## src/rtl/mips_trace_buffer_if.sv

```systemverilog
// Bus between Main_Top status taps, trace control and the trace-buffer read port.
// The optional TRACE_MEM_EN macro adds mem_out / rd_mem.
interface mips_trace_buffer_if #(
  parameter int CW = 5
);
  logic        arm;
  logic        abort;
  logic        flush;
  logic [15:0] trig_pc;
  logic [15:0] pc_addr;
  logic [5:0]  i_code;
  logic        zero;
  logic [31:0] alu_out;
  // Read handshake: an entry moves when rd_valid && rd_ready at a rising edge;
  // rd_valid never depends on rd_ready, and rd_* hold steady until accepted.
  logic        rd_ready;
  logic        rd_valid;
  logic [15:0] rd_pc;
  logic [5:0]  rd_icode;
  logic        rd_zero;
  logic [31:0] rd_alu;
  logic [CW-1:0] count;
  logic [1:0]  state;
  logic        done;
`ifdef TRACE_MEM_EN
  logic [31:0] mem_out;
  logic [31:0] rd_mem;

  modport master (
    output arm, abort, flush, trig_pc, pc_addr, i_code, zero, alu_out, mem_out, rd_ready,
    input  rd_valid, rd_pc, rd_icode, rd_zero, rd_alu, rd_mem, count, state, done
  );
  modport slave (
    input  arm, abort, flush, trig_pc, pc_addr, i_code, zero, alu_out, mem_out, rd_ready,
    output rd_valid, rd_pc, rd_icode, rd_zero, rd_alu, rd_mem, count, state, done
  );
`else
  modport master (
    output arm, abort, flush, trig_pc, pc_addr, i_code, zero, alu_out, rd_ready,
    input  rd_valid, rd_pc, rd_icode, rd_zero, rd_alu, count, state, done
  );
  modport slave (
    input  arm, abort, flush, trig_pc, pc_addr, i_code, zero, alu_out, rd_ready,
    output rd_valid, rd_pc, rd_icode, rd_zero, rd_alu, count, state, done
  );
`endif
endinterface

```

## src/rtl/mips_trace_buffer.sv

```systemverilog
// PC-triggered execution trace capture into a FWFT FIFO with a valid/ready drain port.
// Define TRACE_MEM_EN to also capture the memory read data (entries grow 55 -> 87 bits).
module mips_trace_buffer #(
  parameter int DEPTH = 16,
  parameter int CW    = $clog2(DEPTH) + 1
) (
  input  logic clk,
  input  logic rst_n,
  mips_trace_buffer_if.slave bus
);
  localparam int AW = CW - 1;
`ifdef TRACE_MEM_EN
  localparam int EW = 87;
`else
  localparam int EW = 55;
`endif

  typedef enum logic [1:0] {
    S_IDLE    = 2'd0,
    S_ARMED   = 2'd1,
    S_CAPTURE = 2'd2,
    S_DONE    = 2'd3
  } state_e;

  state_e        state_q, state_d;
  logic [AW-1:0] wr_ptr_q, wr_ptr_d;
  logic [AW-1:0] rd_ptr_q, rd_ptr_d;
  logic [CW-1:0] count_q, count_d;
  logic [EW-1:0] mem_q [DEPTH];
  logic [EW-1:0] wr_entry;
  logic [EW-1:0] rd_entry;
  logic          match;
  logic          full;
  logic          push;
  logic          pop;

  assign match = (bus.pc_addr == bus.trig_pc);
  assign full  = (count_q == CW'(DEPTH));

`ifdef TRACE_MEM_EN
  assign wr_entry = {bus.mem_out, bus.pc_addr, bus.i_code, bus.zero, bus.alu_out};
  assign bus.rd_mem = rd_entry[86:55];
`else
  assign wr_entry = {bus.pc_addr, bus.i_code, bus.zero, bus.alu_out};
`endif

  assign rd_entry     = mem_q[rd_ptr_q];
  assign bus.rd_pc    = rd_entry[54:39];
  assign bus.rd_icode = rd_entry[38:33];
  assign bus.rd_zero  = rd_entry[32];
  assign bus.rd_alu   = rd_entry[31:0];
  assign bus.rd_valid = (count_q != '0);
  assign bus.count    = count_q;
  assign bus.state    = state_q;
  assign bus.done     = (state_q == S_DONE);

  always_comb begin
    state_d  = state_q;
    wr_ptr_d = wr_ptr_q;
    rd_ptr_d = rd_ptr_q;
    count_d  = count_q;
    // A full FIFO blocks the push even if a pop frees a slot this cycle.
    push = ((state_q == S_ARMED && match) || state_q == S_CAPTURE) && !full
           && !bus.abort && !bus.flush;
    pop  = (count_q != '0) && bus.rd_ready && !bus.flush;

    if (bus.flush) begin
      wr_ptr_d = '0;
      rd_ptr_d = '0;
      count_d  = '0;
    end else begin
      if (push) wr_ptr_d = wr_ptr_q + AW'(1);
      if (pop)  rd_ptr_d = rd_ptr_q + AW'(1);
      count_d = count_q + CW'(push) - CW'(pop);
    end

    if (bus.abort) begin
      state_d = S_IDLE;
    end else if (!bus.flush) begin
      unique case (state_q)
        S_IDLE:    if (bus.arm) state_d = S_ARMED;
        // Matching while still full (re-arm without draining) drops the sample.
        S_ARMED:   if (match) state_d = (full || count_d == CW'(DEPTH)) ? S_DONE : S_CAPTURE;
        S_CAPTURE: if (count_d == CW'(DEPTH)) state_d = S_DONE;
        S_DONE:    if (bus.arm) state_d = S_ARMED;
        default:   state_d = S_IDLE;
      endcase
    end
  end

  always_ff @(posedge clk) begin
    if (!rst_n) begin
      state_q  <= S_IDLE;
      wr_ptr_q <= '0;
      rd_ptr_q <= '0;
      count_q  <= '0;
    end else begin
      state_q  <= state_d;
      wr_ptr_q <= wr_ptr_d;
      rd_ptr_q <= rd_ptr_d;
      count_q  <= count_d;
    end
  end

  always_ff @(posedge clk) begin
    if (rst_n && push) mem_q[wr_ptr_q] <= wr_entry;
  end

endmodule

```

## src/flat_wrapper.sv

```systemverilog
// flat-port wrapper written by rule: the top's interface ports become plain ports
module mips_trace_buffer_flat 
#(
  parameter int DEPTH = 16,
  parameter int CW    = $clog2(DEPTH) + 1
)
  (clk, rst_n, bus_arm, bus_abort, bus_flush, bus_trig_pc, bus_pc_addr, bus_i_code, bus_zero, bus_alu_out, bus_rd_ready, bus_rd_valid, bus_rd_pc, bus_rd_icode, bus_rd_zero, bus_rd_alu, bus_count, bus_state, bus_done);
  mips_trace_buffer_if #(.CW(CW)) bus_i ();
  input  logic clk;
  input  logic rst_n;
  input wire logic [$bits(bus_i.arm)-1:0] bus_arm;
  input wire logic [$bits(bus_i.abort)-1:0] bus_abort;
  input wire logic [$bits(bus_i.flush)-1:0] bus_flush;
  input wire logic [$bits(bus_i.trig_pc)-1:0] bus_trig_pc;
  input wire logic [$bits(bus_i.pc_addr)-1:0] bus_pc_addr;
  input wire logic [$bits(bus_i.i_code)-1:0] bus_i_code;
  input wire logic [$bits(bus_i.zero)-1:0] bus_zero;
  input wire logic [$bits(bus_i.alu_out)-1:0] bus_alu_out;
  input wire logic [$bits(bus_i.rd_ready)-1:0] bus_rd_ready;
  output wire logic [$bits(bus_i.rd_valid)-1:0] bus_rd_valid;
  output wire logic [$bits(bus_i.rd_pc)-1:0] bus_rd_pc;
  output wire logic [$bits(bus_i.rd_icode)-1:0] bus_rd_icode;
  output wire logic [$bits(bus_i.rd_zero)-1:0] bus_rd_zero;
  output wire logic [$bits(bus_i.rd_alu)-1:0] bus_rd_alu;
  output wire logic [$bits(bus_i.count)-1:0] bus_count;
  output wire logic [$bits(bus_i.state)-1:0] bus_state;
  output wire logic [$bits(bus_i.done)-1:0] bus_done;
  assign bus_i.arm = bus_arm;
  assign bus_i.abort = bus_abort;
  assign bus_i.flush = bus_flush;
  assign bus_i.trig_pc = bus_trig_pc;
  assign bus_i.pc_addr = bus_pc_addr;
  assign bus_i.i_code = bus_i_code;
  assign bus_i.zero = bus_zero;
  assign bus_i.alu_out = bus_alu_out;
  assign bus_i.rd_ready = bus_rd_ready;
  assign bus_rd_valid = bus_i.rd_valid;
  assign bus_rd_pc = bus_i.rd_pc;
  assign bus_rd_icode = bus_i.rd_icode;
  assign bus_rd_zero = bus_i.rd_zero;
  assign bus_rd_alu = bus_i.rd_alu;
  assign bus_count = bus_i.count;
  assign bus_state = bus_i.state;
  assign bus_done = bus_i.done;
  mips_trace_buffer #(.DEPTH(DEPTH), .CW(CW)) u_core (.clk(clk), .rst_n(rst_n), .bus(bus_i));
endmodule
```

## config.mk

```make
export PLATFORM = sky130hd
export DESIGN_NAME = mips_trace_buffer_flat
export DESIGN_NICKNAME = d
export VERILOG_FILES = /design/src/rtl/mips_trace_buffer_if.sv /design/src/rtl/mips_trace_buffer.sv /design/src/flat_wrapper.sv
export SDC_FILE = /design/constraint.sdc
export NUM_CORES = 1
export LEC_CHECK = 0
export ABC_AREA = 1
export CAP_MARGIN = 40
export CORE_ASPECT_RATIO = 1.1
export CORE_MARGIN = 10
export CORE_UTILIZATION = 36
export CTS_CLUSTER_SIZE = 24
export DETAILED_ROUTE_END_ITERATION = 10
export PLACE_DENSITY_LB_ADDON = 0.25
export SYNTH_ARGS = -nofsm -noshare
export SYNTH_HDL_FRONTEND = slang
export SYNTH_SLANG_ARGS = --single-unit
export TNS_END_PERCENT = 10
```

## constraint.sdc

```tcl
create_clock -name clk -period 4.7 [get_ports clk]
set_clock_uncertainty 0.05 [all_clocks]
set_input_delay 0.47 -clock clk [delete_from_list [all_inputs] [get_ports clk]]
set_output_delay 0.47 -clock clk [all_outputs]
set_load 0.01 [all_outputs]
```

==> results.sh, run 1 <==
export IMPL_status="finished, final reports clean"
export IMPL_cts_setup_buffers=0
export IMPL_grt_pass1_vias=21200
export IMPL_worstPathRequired_ns=4.18
export IMPL_cts_resized=0
export IMPL_area_growth_pct=16.1
export IMPL_post_route_min_period_ns=4.11
export IMPL_drt_iter0_markers=1637
export IMPL_ctsHoldBuffers=0
export IMPL_finalHoldViolations=0
export IMPL_ys_ff_latch=899
export IMPL_die_w_um=323
export IMPL_drive_above_1_share_pct=8.03
export IMPL_min_path_type="reg2reg"
export IMPL_worst_pin_slew_ns=0.977
export IMPL_antenna_found_initial=3
export IMPL_grt_max_degree=175
export IMPL_clock_path_buffers=3
export IMPL_postSynthAreaPerCell_um2=14.2
export IMPL_peakVddDrop_v=0.000245
export IMPL_io_pins=141
export IMPL_ys_seq_area_share_pct=73.6
export IMPL_powerDensity_mw_per_mm2=381
export IMPL_start_kind="register"
export IMPL_path_max_fanout=174
export IMPL_cap_violations=0
export IMPL_fin_nets=2799
export IMPL_total_power_mw=16.1
export IMPL_rsz0062_at_grt="false"
export IMPL_h_tree_depth=3
export IMPL_synth_top_area_share_pct=72.5
export IMPL_wl_per_cell_um=22.1
export IMPL_syn_num_nets=2662
export IMPL_yosysWarnings=0
export IMPL_synthCells=2570
export IMPL_yosys_cell_types_count=27
export IMPL_layout_commonest_cell="edfxtp_1"
export IMPL_core_area_mm2=0.101
export IMPL_rrSetupSlack_ns=1.34
export IMPL_die_height_um=354
export IMPL_crit_type="reg2out"
export IMPL_p_leak_nw=13.6
export IMPL_setup_violations=0
export IMPL_die_area_mm2=0.114
export IMPL_num_antenna_cells=0
export IMPL_arrival_ns=3.59
export IMPL_place_congestion=0.761
export IMPL_clock_latency_ns=0.63
export IMPL_drc=0
export IMPL_synthTopCellsByArea="edfxtp_1 73%, mux2i_1 6.0%, o211ai_1 4.5%, a21oi_1 3.2%, inv_1 2.8%"
export IMPL_syn_area_mm2=0.0364
export IMPL_overflow=0
export IMPL_wirelength_um=90000
export IMPL_n_fill_cell=8961
export IMPL_synth_top_cell_by_area="edfxtp_1"
export IMPL_via_per_inst=5.14
export IMPL_slew_viol_final=0
export IMPL_dpl_hpwl_um=48800
export IMPL_clk_pin_slew_ns=0.06
export IMPL_relSlewSlack_pct=34.9
export IMPL_worst_setup_path_end_kind="primary output"
export IMPL_ant_nets=0
export IMPL_floorplan_initialDensity_pct=36.2
export IMPL_finalCritPeriodShare_pct=87.5
export IMPL_cts_sinks=899
export IMPL_layout_common_cells="880 x edfxtp_1, 267 x inv_1, 230 x a21oi_1"
export IMPL_clockRootBuffer="clkbuf_16"
export IMPL_grt_pass1_wl_um=135000
export IMPL_cts_tree="yes"
export IMPL_rows=122
export IMPL_fmax_ghz=0.243
export IMPL_io_buffers=140
export IMPL_cts_made_buffers=87
export IMPL_finalSetupTns_ns=0
export IMPL_vias=21000
export IMPL_firstDrtPassIters=5
export IMPL_gr_usage_all_layers_pct=15.4
## Yosys cell counts
cell type  instances
inv_1            267
buf_6             18
o21ai_1          144
nor2_2             1
clkbuf_1          72
nand2_2            6
buf_2             51
o21a_1             1
nor2_1            64
fa_1               1
inv_2             10
xor2_1             2
a21oi_1          230
nand2_1          119
nand3_1           79
clkinv_2           1
o21ai_0          130
buf_4              9
buf_1              8
ha_1              14
mux2i_1          220
dfxtp_1           19
nand3b_1           1
edfxtp_1         880
nor3_1             1
nand4_1            2
o211ai_1         220
## report_power, final
part	switching (mW)	internal, mW	total (mW)
Clock	2.89	3.66	6.55
Sequential	0.0179	8.80	8.82
Combinational	0.438	0.294	0.732
## sequential cells by signal (all words and copies together) (netlist names), named ones only
name / cells
u_core.wr_ptr_q: 4
u_core.rd_ptr_q: 4
u_core.bus.count: 5
u_core.bus.state: 2
u_core.mem_q: 880
## metal layers
metal / up-vias / GRT usage, % / wire [µm]
met5: - / 0 / 32
met4: 4 / 3.63 / 1430
met3: 103 / 2.15 / 3990
met1: 10500 / 20.3 / 39400
li1: 9808 / - / -
met2: 529 / 26.5 / 45100
## final cells by class
class	count	area (µm²)	share of cell area (%)
flip-flops and latches	899	26800	63.4
multi-input cells	1235	7870	18.6
repair buffers	206	2300	5.45
clock buffers	110	2280	5.40
well taps	1302	1630	3.85
inverters	278	1050	2.48
clock inverters	48	344	0.813
## worst max-delay path: stages (launching register included)
cell             delay [ns]
dfxtp_4                0.83
buf_12                 0.75
a21oi_1                0.08
o21ai_1                0.13
o21ai_1                0.09
o211ai_1               0.21
nand2_1                0.21
clkdlybuf4s50_1        0.56
## stage by stage
stage	instances	cell area [µm²]	hold slack (ns)	setup WS [ns]	utilization, %
2_1_floorplan	2570	36400	0.397	0.594	-
3_3_place_gp	3918	39600	0.427	0.594	39.4
3_5_place_dp	3920	39700	0.440	0.499	39.4
4_1_cts	4078	42300	0.455	0.527	42.1
5_1_grt	4078	42300	0.480	0.384	42.1
6_report	4078	42300	0.448	0.589	42.1
## worst paths after layout
kind	start	to	depth (start not counted)
hold / removal	u_core.rd_ptr_q[2]	register	2
setup / recovery	register	bus_rd_zero	7
hold reg to reg	u_core.rd_ptr_q[2]	register	2
setup reg to reg	u_core.bus.count[2]	u_core.bus.state[1]	21
## cell families (layout without fill, tap and decap cells)
family | Yosys count | in the layout | share of synthesized area, %
AND/OR/NAND/NOR | 273 | 273 | 3.16
multiplexers | 220 | 220 | 6.05
XOR/XNOR | 2 | 2 | 0.0481
flip-flops | 899 | 899 | 73.6
adder cells (fa/ha/maj) | 15 | 15 | 0.536
AO/OA/AOI/OAI | 725 | 725 | 11.5
buffers and inverters | 436 | 642 | 5.14
Power figures use the tool's default switching activity.
==> run 2: changes to the inputs <==
- CORE_UTILIZATION: 36 -> 60
==> results.sh, run 2 (synthesis gave the netlist of run 1 again) <==
export IMPL_status="finished, final reports clean"
export IMPL_layout_commonest_cell="edfxtp_1"
export IMPL_ant_nets=0
export IMPL_reg2reg_to="u_core.bus.state[1]"
export IMPL_powerDensity_mw_per_mm2=391
export IMPL_total_power_mw=16.2
export IMPL_antenna_found_initial=1
export IMPL_peakVddDrop_v=0.000268
export IMPL_clock_path_buffers=3
export IMPL_dpl_hpwl_um=42900
export IMPL_largest_reg_flops=880
export IMPL_clk_pin_slew_ns=0.06
export IMPL_post_route_min_period_ns=3.97
export IMPL_layout_common_cells="880 x edfxtp_1, 267 x inv_1, 230 x a21oi_1"
export IMPL_die_height_um=278
export IMPL_drt_iter0_markers=2271
export IMPL_floorplan_initialDensity_pct=60.7
export IMPL_finalHoldViolations=0
export IMPL_rrSetupSlack_ns=1.46
export IMPL_cts_setup_buffers=0
export IMPL_max_flop_register="u_core.mem_q"
export IMPL_fin_nets=2785
export IMPL_cap_violations=0
export IMPL_area_growth_pct=14.1
export IMPL_finalCritPeriodShare_pct=84.4
export IMPL_ctsHoldBuffers=0
export IMPL_arrival_ns=3.45
export IMPL_timing_hold_ws_ns=0.427
export IMPL_cts_made_buffers=84
export IMPL_n_fill_cell=3987
export IMPL_h_tree_depth=3
export IMPL_cts_resized=0
export IMPL_start_kind="register"
export IMPL_dp_cells=3375
export IMPL_rows=94
export IMPL_clock_latency_ns=0.62
export IMPL_wl_per_cell_um=23.4
export IMPL_path_max_fanout=121
export IMPL_worst_setup_path_end_kind="primary output"
export IMPL_wirelength_um=82700
export IMPL_place_congestion=0.788
export IMPL_drive_above_1_share_pct=7.46
export IMPL_gr_usage_all_layers_pct=23.1
export IMPL_rsz0062_at_grt="false"
export IMPL_drc=0
export IMPL_min_path_type="reg2reg"
export IMPL_p_leak_nw=13.6
export IMPL_io_pins=141
export IMPL_clockRootBuffer="clkbuf_16"
export IMPL_fmax_ghz=0.252
export IMPL_cts_sinks=899
export IMPL_die_area_mm2=0.0710
export IMPL_via_per_inst=6.04
export IMPL_finalSetupTns_ns=0
export IMPL_final_cells=3530
export IMPL_relSlewSlack_pct=42.7
export IMPL_rr_worst_depth=21
export IMPL_grt_pass1_wl_um=125000
export IMPL_worst_pin_slew_ns=0.860
export IMPL_setup_violations=0
export IMPL_grt_pass1_vias=21500
export IMPL_r2r_start="u_core.bus.count[2]"
export IMPL_firstDrtPassIters=5
export IMPL_io_buffers=140
export IMPL_grt_max_degree=150
export IMPL_die_w_um=255
export IMPL_core_area_mm2=0.0600
export IMPL_crit_type="reg2out"
export IMPL_slew_viol_final=0
export IMPL_cts_tree="yes"
export IMPL_overflow=0
export IMPL_vias=21300
export IMPL_worstPathRequired_ns=4.18
export IMPL_crit_path_end="bus_rd_alu[6]"
run 2: layer usage:
| metal | vias up | wire (µm) | track usage [%] |
|---|---|---|---|
| li1 | 9792 | - | - |
| met3 | 129 | 5670 | 3.69 |
| met5 | - | 0 | 0 |
| met1 | 10600 | 34000 | 30.6 |
| met2 | 776 | 41200 | 38.5 |
| met4 | 0 | 1870 | 7.59 |
run 2: how the worst min path moves through the flow:
stage / slack, ns / end / depth (start not counted) / startpoint
finish: 0.43 / register / 2 / u_core.rd_ptr_q[2]
global route: 0.47 / register / 2 / u_core.rd_ptr_q[2]
CTS: 0.43 / register / 2 / u_core.rd_ptr_q[2]
detailed placement: 0.43 / register / 2 / u_core.rd_ptr_q[2]
global placement: 0.43 / register / 2 / u_core.rd_ptr_q[2]
floorplan: 0.40 / register / 2 / u_core.rd_ptr_q[2]
run 2: through the flow:
stage          setup slack [ns]  utilization [%]  area [µm²]
2_1_floorplan             0.594                -       36400
3_3_place_gp              0.698             64.7       38800
3_5_place_dp              0.529             64.7       38800
4_1_cts                   0.704             69.3       41500
5_1_grt                   0.598             69.3       41500
6_report                  0.731             69.3       41500
run 2: power by group:
| part | internal [mW] | switching (mW) |
|---|---|---|
| Combinational | 0.291 | 0.439 |
| Sequential | 8.80 | 0.0129 |
| Clock | 3.87 | 2.82 |
run 2: cell type report:
type	count	area, µm²	area share [%]
antenna	1	2.50	0.00602
clock buffer	102	2190	5.27
clock inverter	52	515	1.24
inverter	278	1050	2.53
multi-input combinational	1235	7870	18.9
sequential	899	26800	64.6
tap	768	961	2.31
timing repair buffer	195	2140	5.15
run 2: critical path, cell delays in order, from the launching register on:
cell and delay [ns]:
dfxtp_4 0.38, buf_12 0.49, buf_4 0.69, a21oi_1 0.13, o21ai_1 0.14, o21ai_1 0.10, o211ai_1 0.19, nand2_1 0.11
clkdlybuf4s50_1 0.49
==> run 3: changes to the inputs <==
- clock period: 4.7 -> 3.7 ns (I/O delays scaled with it)
==> results.sh, run 3 (synthesis gave the netlist of run 1 again) <==
export IMPL_fin_nets=2811
export IMPL_wirelength_um=84500
export IMPL_slowest_delay_ns=0.58
export IMPL_gr_usage_all_layers_pct=23.5
export IMPL_powerDensity_mw_per_mm2=496
export IMPL_cts_setup_buffers=0
export IMPL_slew_viol_final=0
export IMPL_antenna_found_initial=3
export IMPL_wl_met3_um=6680
export IMPL_max_flop_register="u_core.mem_q"
export IMPL_final_cells=3557
export IMPL_clock_path_buffers=3
export IMPL_r2r_start="u_core.bus.count[2]"
export IMPL_finalCritPeriodShare_pct=93.3
export IMPL_cts_tree="yes"
export IMPL_place_ws_ns=-0.0847
export IMPL_worst_slack_ns=0.249
export IMPL_io_pins=141
export IMPL_drive_above_1_share_pct=8.46
export IMPL_layout_commonest_cell="edfxtp_1"
export IMPL_vias=21700
export IMPL_cap_violations=0
export IMPL_grt_max_degree=132
export IMPL_grt_pass1_vias=21600
export IMPL_dpl_hpwl_um=45600
export IMPL_wl_met1_um=33900
export IMPL_worst_setup_path_end_kind="primary output"
export IMPL_clock_latency_ns=0.62
export IMPL_post_route_min_period_ns=3.45
export IMPL_dpl_cell_area_mm2=0.0391
export IMPL_setup_violations=0
export IMPL_worst_path_max_delay_cell="clkdlybuf4s50_1"
export IMPL_rsz0062_at_grt="false"
export IMPL_finalSetupTns_ns=0
export IMPL_h_tree_depth=3
export IMPL_hp_start="bus_rd_ready"
export IMPL_arrival_ns=3.03
export IMPL_wl_per_cell_um=23.8
export IMPL_relSlewSlack_pct=52.4
export IMPL_largest_reg_flops=880
export IMPL_num_antenna_cells=0
export IMPL_path_max_fanout=63
export IMPL_floorplan_initialDensity_pct=60.7
export IMPL_timing_critical_path_cells="buf_12 -> buf_12 -> mux2i_1 -> o211ai_1 -> o211ai_1 -> nand2_1 -> clkdlybuf4s50_1"
export IMPL_layout_common_cells="880 x edfxtp_1, 267 x inv_1, 230 x a21oi_1"
export IMPL_reg2reg_to="u_core.bus.state[0]"
export IMPL_timing_hold_ws_ns=0.383
export IMPL_min_path_type="in2reg"
export IMPL_crit_type="reg2out"
export IMPL_overflow=0
export IMPL_firstDrtPassIters=5
export IMPL_place_congestion=0.818
export IMPL_die_height_um=278
export IMPL_area_growth_pct=15.1
export IMPL_n_fill_cell=3930
export IMPL_cts_made_buffers=87
export IMPL_die_area_mm2=0.0710
export IMPL_worstPathRequired_ns=3.28
export IMPL_clockRootBuffer="clkbuf_16"
export IMPL_clk_pin_slew_ns=0.06
export IMPL_core_area_mm2=0.0600
export IMPL_rrSetupSlack_ns=0.37
export IMPL_drc=0
export IMPL_rows=94
export IMPL_ctsHoldBuffers=0
export IMPL_status="finished, final reports clean"
export IMPL_via_per_inst=6.11
export IMPL_finalHoldViolations=0
export IMPL_worst_pin_slew_ns=0.714
export IMPL_p_leak_nw=13.8
export IMPL_fin_area_mm2=0.0419
export IMPL_dr_max_layer_used="met5"
export IMPL_cts_resized=0
export IMPL_crit_path_end="bus_rd_icode[3]"
export IMPL_ant_nets=0
export IMPL_cts_sinks=899
export IMPL_start_kind="register"
export IMPL_io_buffers=140
export IMPL_route_met2_wl_um=42600
export IMPL_rr_worst_depth=21
export IMPL_peakVddDrop_v=0.000328
export IMPL_grt_pass1_wl_um=128000
export IMPL_fmax_ghz=0.290
export IMPL_die_w_um=255
export IMPL_drt_iter0_markers=2234
export IMPL_dp_cells=3398
==> run 3: changes by cell type in the layout (fill, tap and decap cells not counted), moves of 3 or more <==
cell       before  now
buf_4          29   41
inv_6           7    3
clkinv_1       24   21
clkinv_2        9   18
clkbuf_16      85   90
buf_12         26   37
==> run 3: how the worst min path moves through the flow <==
stage,cells after the start,to,slack (ns)
finish,3,register,0.38
detailed placement,2,register,0.42
global placement,2,register,0.40
global route,3,register,0.43
CTS,3,register,0.35
floorplan,2,register,0.40
==> run 3: cell type report <==
cell class,count,area [µm²],share of cell area [%]
clock buffers,108,2320,5.53
clock inverters,51,455,1.09
inverters,278,1050,2.50
multi-input cells,1235,7870,18.8
flip-flops and latches,899,26800,64.0
well taps,768,961,2.29
repair buffers,218,2450,5.84
==> run 3: power breakdown <==
| part | total [mW] | switching [mW] | internal (mW) |
|---|---|---|---|
| clock | 8.65 | 3.64 | 5.00 |
| sequential | 11.2 | 0.0109 | 11.2 |
| combinational | 0.977 | 0.586 | 0.392 |
==> run 3: stage by stage <==
step | util, % | power (mW)
4_1_cts | 69.9 | 20.9
5_1_grt | 69.9 | 21.4
3_3_place_gp | 65.3 | 12.3
3_5_place_dp | 65.3 | 12.4
2_1_floorplan | - | 11.9
6_report | 69.9 | 20.8
==> run 3: critical path, delay by kind of cell (launching register included) <==
kind | cells | cell delay [ns]
AO/OA/AOI/OAI | 2 | 0.36
buffers and inverters | 3 | 1.18
flip-flops | 1 | 0.50
multiplexers | 1 | 0.15
AND/OR/NAND/NOR | 1 | 0.20
==> run 3: metal layers <==
layer,vias up,track usage [%]
li1,9862,-
met1,10800,31.2
met2,933,39.7
met3,118,4.08
met4,6,5.89
met5,-,0
